==> src/rtl/fir_link_host.sv <==
// fir_link_host -- host-side link controller for a UART-attached FIR filter.
//
// Samples are queued in a small FIFO, popped one at a time and sent to a
// byte-wide UART transmitter as an LSB/MSB pair. Bytes returned by the UART
// receiver are paired back into 16-bit results. If the MSB of a pair does not
// arrive in time, the half-received pair is dropped so that the receive path
// cannot stay out of step.
//
// Ports:
//   clk, reset            clock; asynchronous active-low reset
//   sample_in/valid/ready sample stream into the FIFO (valid/ready handshake)
//   TxD_start/TxD_data    one-cycle send request and byte to the UART
//   TxD_busy              UART transmitter busy
//   RxD_data_ready/RxD_data  received byte strobe and byte
//   result_out/valid      reassembled {MSB,LSB} result and its update pulse
//   rx_error              pulse when a received pair times out
//   outstanding           samples sent minus results received (saturating)
module fir_link_host #(
  parameter int FIFO_DEPTH        = 8,
  parameter int RX_TIMEOUT        = 1000000,
  parameter int OUTSTANDING_WIDTH = 8
) (
  input  logic                         clk,
  input  logic                         reset,
  input  logic [15:0]                  sample_in,
  input  logic                         sample_valid,
  output logic                         sample_ready,
  output logic                         TxD_start,
  output logic [7:0]                   TxD_data,
  input  logic                         TxD_busy,
  input  logic                         RxD_data_ready,
  input  logic [7:0]                   RxD_data,
  output logic [15:0]                  result_out,
  output logic                         result_valid,
  output logic                         rx_error,
  output logic [OUTSTANDING_WIDTH-1:0] outstanding
);

  localparam int AW = $clog2(FIFO_DEPTH);
  localparam int CW = AW + 1;
  localparam int TW = (RX_TIMEOUT > 1) ? $clog2(RX_TIMEOUT) : 1;

  localparam logic [2:0] TX_IDLE = 3'd0;
  localparam logic [2:0] TX_LSB  = 3'd1;
  localparam logic [2:0] TX_GAP1 = 3'd2;
  localparam logic [2:0] TX_MSB  = 3'd3;
  localparam logic [2:0] TX_GAP2 = 3'd4;

  localparam logic [0:0] RX_LSB = 1'b0;
  localparam logic [0:0] RX_MSB = 1'b1;

  // ---------------- sample FIFO ----------------
  logic [FIFO_DEPTH-1:0][15:0] mem;
  logic [AW-1:0]               wr_ptr, rd_ptr;
  logic [CW-1:0]               count;
  logic [2:0]                  tx_state;
  logic                        push, pop;

  assign sample_ready = (count != CW'(FIFO_DEPTH));
  assign push         = sample_valid && sample_ready;
  assign pop          = (tx_state == TX_IDLE) && (count != '0);

  // Storage needs no reset: count alone decides what is valid.
  always_ff @(posedge clk) begin
    if (push) mem[wr_ptr] <= sample_in;
  end

  // Power-of-2 depth lets the pointers wrap naturally.
  always_ff @(posedge clk or negedge reset) begin
    if (!reset) begin
      wr_ptr <= '0;
      rd_ptr <= '0;
      count  <= '0;
    end else begin
      if (push) wr_ptr <= wr_ptr + 1'b1;
      if (pop)  rd_ptr <= rd_ptr + 1'b1;
      case ({push, pop})
        2'b10:   count <= count + 1'b1;
        2'b01:   count <= count - 1'b1;
        default: count <= count;
      endcase
    end
  end

  // ---------------- transmit FSM ----------------
  logic [15:0] word_reg;
  logic        msb_start;

  assign msb_start = (tx_state == TX_MSB) && !TxD_busy;

  // The GAP states give the UART one cycle to raise TxD_busy after a start,
  // so a stale low busy is never mistaken for "ready for the next byte".
  always_ff @(posedge clk or negedge reset) begin
    if (!reset) begin
      tx_state  <= TX_IDLE;
      word_reg  <= '0;
      TxD_start <= 1'b0;
      TxD_data  <= '0;
    end else begin
      TxD_start <= 1'b0;
      case (tx_state)
        TX_IDLE: if (count != '0) begin
          word_reg <= mem[rd_ptr];
          tx_state <= TX_LSB;
        end
        TX_LSB: if (!TxD_busy) begin
          TxD_start <= 1'b1;
          TxD_data  <= word_reg[7:0];
          tx_state  <= TX_GAP1;
        end
        TX_GAP1: tx_state <= TX_MSB;
        TX_MSB: if (!TxD_busy) begin
          TxD_start <= 1'b1;
          TxD_data  <= word_reg[15:8];
          tx_state  <= TX_GAP2;
        end
        TX_GAP2: tx_state <= TX_IDLE;
        default: tx_state <= TX_IDLE;
      endcase
    end
  end

  // ---------------- receive FSM ----------------
  logic [0:0]    rx_state;
  logic [7:0]    lsb_reg;
  logic [TW-1:0] timer;
  logic          rx_done;

  assign rx_done = (rx_state == RX_MSB) && RxD_data_ready;

  // A strobe in the expiry cycle wins over the timeout: it completes the pair.
  always_ff @(posedge clk or negedge reset) begin
    if (!reset) begin
      rx_state     <= RX_LSB;
      lsb_reg      <= '0;
      timer        <= '0;
      result_out   <= '0;
      result_valid <= 1'b0;
      rx_error     <= 1'b0;
    end else begin
      result_valid <= 1'b0;
      rx_error     <= 1'b0;
      if (rx_state == RX_LSB) begin
        if (RxD_data_ready) begin
          lsb_reg  <= RxD_data;
          timer    <= '0;
          rx_state <= RX_MSB;
        end
      end else begin
        if (RxD_data_ready) begin
          result_out   <= {RxD_data, lsb_reg};
          result_valid <= 1'b1;
          rx_state     <= RX_LSB;
        end else if (timer == TW'(RX_TIMEOUT - 1)) begin
          rx_error <= 1'b1;
          lsb_reg  <= '0;
          rx_state <= RX_LSB;
        end else begin
          timer <= timer + 1'b1;
        end
      end
    end
  end

  // ---------------- in-flight counter ----------------
  // Moves on the same edge that registers the MSB start / result pulse,
  // so it is in step with TxD_start and result_valid as seen outside.
  always_ff @(posedge clk or negedge reset) begin
    if (!reset) begin
      outstanding <= '0;
    end else if (msb_start && !rx_done) begin
      if (outstanding != '1) outstanding <= outstanding + 1'b1;
    end else if (rx_done && !msb_start) begin
      if (outstanding != '0) outstanding <= outstanding - 1'b1;
    end
  end

endmodule

==> config.mk <==
export PLATFORM = sky130hd
export DESIGN_NAME = fir_link_host
export DESIGN_NICKNAME = d
export VERILOG_FILES = /design/src/rtl/fir_link_host.sv
export SDC_FILE = /design/constraint.sdc
export NUM_CORES = 1
export LEC_CHECK = 0
export CORE_ASPECT_RATIO = 0.9
export CORE_MARGIN = 2
export CORE_UTILIZATION = 50
export CTS_CLUSTER_DIAMETER = 200
export DETAILED_ROUTE_END_ITERATION = 8
export HOLD_SLACK_MARGIN = 0.1
export PLACE_DENSITY = 0.7
export SETUP_SLACK_MARGIN = 0.3
export SLEW_MARGIN = 20
export SYNTH_ARGS = -nofsm -noshare
export SYNTH_HDL_FRONTEND = slang
export SYNTH_SLANG_ARGS = --single-unit
==> constraint.sdc <==
create_clock -name clk -period 3.7 [get_ports clk]
set_input_delay 0.37 -clock clk [delete_from_list [all_inputs] [get_ports clk]]
set_output_delay 0.37 -clock clk [all_outputs]
set_load 0.01 [all_outputs]
* Word level (Yosys, flattened, before mapping)
Index checks and enable logic that the tools add are counted.
Cells by class: add/subtract/negate cells 7, equality and inequality tests 14, reductions and logical operators 27, order comparisons 3, multiplexer cells 35
Operators with widths (count):
- $bwmux W128 | 1
- $mux W20 | 4
- $mux W8 | 10
- $bmux W16 S3 | 1
- $demux W16 S3 | 1
- $mux W16 | 2
- $add A20 B1 Y20 const B | 1
- $eq A20 B20 Y1 const B | 1
- $pmux W8 S2 | 1
- $reduce_and A3 Y1 | 5
- $pmux W3 S4 | 1
- $reduce_bool A2 Y1 | 6
- $mux W1 | 10
- $mux W3 | 3
- $add A8 B1 Y8 const B | 1
- $lt A3 B4 Y1 const B | 2
- $ne A2 B2 Y1 const B | 4
- $ne A8 B8 Y1 const B | 1
- $pmux W4 S2 | 1
- $reduce_bool A8 Y1 | 1
- $sub A8 B1 Y8 const B | 1
- $logic_and A1 B1 Y1 | 7
- $add A3 B1 Y3 const B | 2
- $eq A3 B2 Y1 const B | 2
- 13 further kinds | 17
Storage, ports and cells: input bits 29, output and inout bits 36, register bits 221

* Longest topological paths before layout
Gate-level depths: netlist of the first run.
depth in word-level cells 6, mapped depth 12

* Least setup slack after synthesis of the first run
OpenSTA, ideal clock, no wires.
kind input port to flip-flop, start input TxD_busy, end register outstanding[6], data arrival time 2719 ps, path slack 886 ps, buffers on the path 1, stages 12, cell sequence nor2b_1 > nor2b_1 > clkbuf_1 > and2_1 > ha_1 > inv_1 > ha_1 > nor2b_1 > o31a_1 > o21a_1 > o21a_1 > o31ai_1
Between the ends: longest elaborated chain between the ends 6, elaborated cells on any way between the ends 10
Ends and longest elaborated chain:
- start, declared | line 30 | input logic TxD_busy,
- $logic_not A1 Y1 *
- $logic_and A1 B1 Y1 * | line 89 | assign msb_start = (tx_state == TX_MSB) && !TxD_busy;
- $logic_not A1 Y1 | line 173 | end else if (rx_done && !msb_start) begin
- $logic_and A1 B1 Y1 | line 173
- $reduce_bool A2 Y1 (no line)
- $reduce_and A3 Y1 (no line)
- end signal, assigned | line 172 | if (outstanding != '1) outstanding <= outstanding + 1'b1;
- end signal, assigned | line 174 | if (outstanding != '0) outstanding <= outstanding - 1'b1;
- end, declared | line 36 | output logic [OUTSTANDING_WIDTH-1:0] outstanding
Mark *: on every way between the ends. The rest lies on a longest branch, timed or not. A chain may end at the register's enable or synchronous reset.

* Worst setup path after layout of the first run
start register tx_state[0], end register outstanding[6]
Between the ends: longest elaborated chain between the ends 6, elaborated cells on any way between the ends 10
Ends and longest elaborated chain:
- start, declared | line 56 | logic [2:0] tx_state;
- start signal, assigned | line 95 | tx_state <= TX_IDLE;
- start signal, assigned | line 104 | tx_state <= TX_LSB;
- start signal, assigned | line 109 | tx_state <= TX_GAP1;
- $eq A3 B2 Y1 * | line 89
- $logic_and A1 B1 Y1 * | line 89
- $logic_not A1 Y1 | line 173
- $logic_and A1 B1 Y1 | line 173
- $reduce_bool A2 Y1 (no line)
- $reduce_and A3 Y1 (no line)
Marked as above.

==> flow_summary.yaml, run 1 <==
synthesis:
  synth_top_family_by_area: "multiplexers"
  yosysSeqAreaShare_pct: 67.3
  yosysTopAreaCellShare_pct: 41.9
  synth_enable_flop_cells: 128
  syn_avg_cell_area_sq_um: 15.0
  synth_fa_ha_area_share_pct: 2.21
  synth_compound_area_share_pct: 6.89
  synthFlopType: "edfxtp_1"
  synthXorXnorAreaFrac_pct: 1.34
  synth_nets: 655
  synthMuxAreaShare_pct: 12.8
  yosys-top-cells-count: "edfxtp_1, dfrtp_1, nand2_1, o21ai_0, mux4_2"
  synthCells: 611
  synthSimpleGateAreaFrac_pct: 7.62
  synth_warnings: 0
  yosysTopAreaCell: "edfxtp_1"
  syn_area_sq_um: 9170
  synth_area_leaders: "edfxtp_1, dfrtp_1, mux4_2"
  yosysMostFrequentCell: "edfxtp_1"
  synth-async-reset-ratio_pct: 42.1
  ys_seq_elements: 221
  synth_cell_types: 50
worst_setup_path:
  slowest_delay_ps: 370
  arrival_ps: 3270
  cp_slowest_cell: "dfrtp_1"
  crit_start: "tx_state[0]"
  path_cells: "nor2b_1 -> nor2b_1 -> and2_1 -> ha_1 -> inv_1 -> ha_1 -> nor2b_1 -> o31a_1 -> o21a_1 -> o21a_1 -> o31ai_1"
  crit_path_start_kind: "register"
  r2r_setup_slack_ps: 840
  path_delay_family: "compound AO/OA/AOI/OAI gates"
  endpoint_kind: "register"
  cp.required_ps: 4110
  r2r_start: "tx_state[0]"
  worstSetupEndpoint: "outstanding[6]"
  criticalPathCategory: "register to register"
  timing.rr.end: "outstanding[6]"
  timing.critical_path.buf_inv: 1
  crit_path_frequent_cell: "nor2b_1"
  worstRegToRegCells: 11
  cp.depth: 11
  cp_max_fo: 6
cells_and_area:
  antenna_cells: 0
  drive_above_1_share_pct: 16.9
  fin_cells: 948
  regMostFlops: "mem"
  reg.largest.list: "mem: 128 flops, timer: 20 flops"
  postLayoutCellArea_sq_um: 11100
  nNetsFinal: 735
  syn2layout_area_growth_pct: 20.6
  largest_reg_flops: 128
grt:
  grt_pass1_vias: 5407
  antenna_found_initial: 1
  overflow: 0
  grt_max_degree: 70
  grt_first_pass_wirelength_microns: 28700
  grt_usage_pct: 18.6
route:
  ant_nets: 0
  wl_per_cell_microns: 18.6
  totalWireLength_microns: 17600
  drt_iter0_drc: 290
  first_pass_iters: 5
  viasPerCell: 5.56
  vias: 5274
  drc: 0
sta:
  period_minus_slack_ps: 2860
  tns_ps: 0
  worst_pin_slew_ps: 1160
  clock-skew-final_ps: 5.60
  finalCritPeriodShare_pct: 77.2
  maxSlewViolCount: 0
  relSlewSlack_pct: 23.0
  timing.final.hold_violations: 0
  setup_viol: 0
  max_freq_mhz: 350
  rsz0062_at_grt: "no"
pwr:
  leakagePower_nw: 4.18
  p_per_area_nw_per_um2: 804
  vdd_ir_drop_max_uv: 478
floorplanning:
  die-area_sq_um: 19400
  pin_count: 65
  core-area_sq_um: 17800
  rows: 46
  die_h_microns: 133
  dieWidth_microns: 147
  start_util_pct: 51.6
hold_path:
  hp-class: "input pin to register"
  min_path_cells: 3
clock_network:
  cts_root_buf: "clkbuf_16"
  cts_hold_buf: 1
  clk_latency_ps: 500
  htree_levels: 1
  cts_made_buffers: 23
  cts.sinks: 221
  cts_tree: "done"
  cts_setup_buffers: 0
  clk_pin_slew_ps: 60
  cts_resized: 0
  clk_path_buf_depth: 3
placement:
  hpwl_microns: 11100
  placed_cell_area_sq_um: 10100
  io_buffers: 64
  dp.cells: 905
  gp_congestion: 0.828
job:
  cap_viol_max_count: 0
run_status:
  status: "complete, no violations"
[worst min-delay path: stages]
cell	delay (ps)
clkdlybuf4s50_1	420
nand2_1	60
o21ai_0	70
[cell type report]
type | count | area, sq um
Clock buffer | 26 | 597
Clock inverter | 16 | 310
Fill cell | 1289 | 6720
Inverter | 12 | 45.0
Multi-Input combinational cell | 351 | 2860
Sequential cell | 221 | 6170
Tap cell | 240 | 300
Timing Repair Buffer | 82 | 776
[layout by cell type, fill, tap and decap left out, types with 5 or more instances in the layout]
master	count
o21ai_0	37
ha_1	13
dfrtp_1	92
nor2_1	21
mux2i_1	26
nand2_1	72
and2_1	5
a31oi_1	15
bufinv_16	9
nand2b_1	5
clkdlybuf4s50_1	63
buf_4	18
inv_1	12
a21o_1	5
xnor2_1	10
a21oi_1	17
nor2b_1	5
clkbuf_16	23
nand3_1	10
mux4_2	32
edfxtp_1	128
mux2_2	17
[worst min-delay path by stage]
stage / from / end / slack (ps)
final: RxD_data[7] / lsb_reg[7] / 460
after CTS: RxD_data[7] / lsb_reg[7] / 460
after global placement: tx_state[2] / tx_state[1] / 460
after global routing: RxD_data[1] / lsb_reg[1] / 500
after floorplan: reset / TxD_data[0] / 70
after detailed placement: word_reg[0] / word_reg[0] / 470
[cell families (layout without fill, tap and decap cells)]
| family | after synthesis | count (layout) |
|---|---|---|
| mux | 75 | 75 |
| simple gates | 145 | 145 |
| xor+xnor | 14 | 14 |
| buf+inv | 39 | 136 |
| flops | 221 | 221 |
| compound gates | 102 | 102 |
| fa+ha+maj | 15 | 15 |
[metrics by stage]
stage	setup WS (ps)	power (W)	hold WS (ps)	utilization [%]
after floorplan	886	0.00527	74.4	-
after global placement	588	0.00611	460	57.0
after detailed placement	461	0.00625	474	57.0
after CTS	840	0.00900	458	62.2
after global routing	598	0.00938	502	62.2
final	842	0.00890	462	62.2
[per-layer routing]
metal | up-vias | track usage, % | part of all wire, %
li1 | 2466 | - | -
met1 | 2638 | 25.7 | 45
met2 | 138 | 30.3 | 48
met3 | 30 | 4.14 | 5.3
met4 | 2 | 4.58 | 1.8
met5 | - | 0 | 0.068
[report_power, final]
group	total [W]	internal [W]	switching, W	leakage (nW)
combinational	0.00255	0.00129	0.00125	1.41
sequential	0.00364	0.00318	0.000461	2.32
clock	0.00271	0.00179	0.000922	0.442
Power figures use the tool's default switching activity.
==> run 2: changes to the inputs <==
==> constraint.sdc (replaced) <==
create_clock -name clk -period 2.85 [get_ports clk]
set_input_delay 0.285 -clock clk [delete_from_list [all_inputs] [get_ports clk]]
set_output_delay 0.285 -clock clk [all_outputs]
set_load 0.01 [all_outputs]
==> flow_summary.yaml, run 2 (synthesized netlist as in run 1, its figures left out) <==
sta:
  max_freq_mhz: 411
  timing.final.hold_violations: 0
  maxSlewViolCount: 0
  setup_viol: 0
  finalCritPeriodShare_pct: 85.3
  worst_pin_slew_ps: 740
  period_minus_slack_ps: 2430
  relSlewSlack_pct: 50.2
  rsz0062_at_grt: "yes"
  clock-skew-final_ps: 16.2
clock_network:
  cts_made_buffers: 22
  cts_root_buf: "clkbuf_16"
  cts.sinks: 221
  clk_pin_slew_ps: 60
  clk_path_buf_depth: 3
  htree_levels: 1
  cts_tree: "done"
  clk_latency_ps: 510
route:
  vias: 5304
  ant_nets: 0
  totalWireLength_microns: 18000
  drc: 0
  viasPerCell: 5.58
  drt_iter0_drc: 324
  wl_per_cell_microns: 18.9
  first_pass_iters: 5
cells_and_area:
  drive_above_1_share_pct: 18.0
  fin_cells: 951
  regMostFlops: "mem"
  reg.largest.list: "mem: 128 flops, timer: 20 flops"
  final_common_cell: "edfxtp_1"
  largest_reg_flops: 128
  nNetsFinal: 742
  postLayoutCellArea_sq_um: 11000
  syn2layout_area_growth_pct: 19.7
  antenna_cells: 0
  layout_common_cells: "edfxtp_1, dfrtp_1, nand2_1"
worst_setup_path:
  worstRegToRegCells: 11
  cp_slowest_cell: "dfrtp_1"
  endpoint_kind: "register"
  slowest_delay_ps: 370
  r2r_start: "tx_state[0]"
  timing.rr.end: "outstanding[7]"
  r2r_setup_slack_ps: 420
  timing.critical_path.buf_inv: 1
  criticalPathCategory: "register to register"
  path_delay_family: "compound AO/OA/AOI/OAI gates"
  arrival_ps: 2810
  cp_max_fo: 6
  crit_path_start_kind: "register"
  path_cells: "nor2b_2 -> nor2b_2 -> and2_1 -> ha_4 -> inv_4 -> ha_1 -> a211oi_2 -> o21ai_2 -> a211oi_2 -> o21bai_1 -> xnor2_1"
  cp.required_ps: 3230
pwr:
  vdd_ir_drop_max_uv: 560
  leakagePower_nw: 4.13
  p_per_area_nw_per_um2: 998
run_status:
  status: "complete, no violations"
placement:
  gp_congestion: 0.823
  hpwl_microns: 11500
  io_buffers: 64
  placed_cell_area_sq_um: 10200
  dp.cells: 912
floorplanning:
  die_h_microns: 133
  rows: 46
  core-area_sq_um: 17800
  dieWidth_microns: 147
  die-area_sq_um: 19400
  start_util_pct: 51.6
  pin_count: 65
grt:
  overflow: 0
  grt_usage_pct: 18.8
  grt_pass1_vias: 5527
  grt_first_pass_wirelength_microns: 29000
  grt_max_degree: 51
  antenna_found_initial: 0
job:
  cap_viol_max_count: 0
hold_path:
  hp-class: "input pin to async pin"
run 2: through the flow:
stage	hold slack (ps)	power [W]	utilization (%)	setup TNS, ps	worst slack, ps
6_report	351	0.0110	61.7	0	418
5_1_grt	405	0.0116	61.7	0	219
4_1_cts	362	0.0110	61.5	0	312
3_5_place_dp	348	0.00824	57.6	-57.1	-57.1
2_1_floorplan	-10.6	0.00687	-	0	372
3_3_place_gp	346	0.00804	57.6	0	85.9
run 2: how the worst max path moves through the flow:
stage / slack [ps] / depth (start not counted) / endpoint / startpoint
final: 420 / 11 / outstanding[7] / tx_state[0]
after global routing: 220 / 11 / outstanding[7] / tx_state[0]
after CTS: 310 / 11 / outstanding[7] / tx_state[0]
after detailed placement: -60 / 12 / outstanding[7] / TxD_busy
after global placement: 90 / 12 / outstanding[7] / TxD_busy
after floorplan: 370 / 12 / outstanding[6] / tx_state[0]
run 2: area by class of cell:
class	instances	area [sq um]
clock inverter	11	111
clock buffer	26	566
timing repair buffer	90	861
fill	1273	6800
inverter	12	47.5
sequential	221	6170
multi-input combinational	351	2920
tap	240	300
run 2: worst register-to-register path, stage by stage, from the launching register on:
cell and delay, ps:
dfrtp_1 370, nor2b_2 150, nor2b_2 150, and2_1 180, ha_4 180, inv_4 90
ha_1 270, a211oi_2 300, o21ai_2 120, a211oi_2 260, o21bai_1 120, xnor2_1 130
run 2: power breakdown:
part           total [W]  switching [W]  internal (W)  leakage [nW]
sequential       0.00462       0.000489       0.00413          2.32
combinational    0.00360        0.00181       0.00179          1.47
clock            0.00274        0.00114       0.00159         0.333
total             0.0110        0.00344       0.00752          4.13
run 2: what timing repair did:
action                                 in CTS  in global routing
gates resized for setup                     0                  9
setup endpoints to repair                   0                  4
setup buffers                               0                  1
hold buffers                                1                  0
endpoints found under the hold margin      49                  0
run 2: routing by layer:
layer  global-route usage [%]  up-vias  wire (microns)
li1                         -     2480               -
met1                     25.1     2669            7830
met2                     32.4      126            9020
met3                     3.38       29             772
met4                     4.37        0             340
met5                        0        -               0
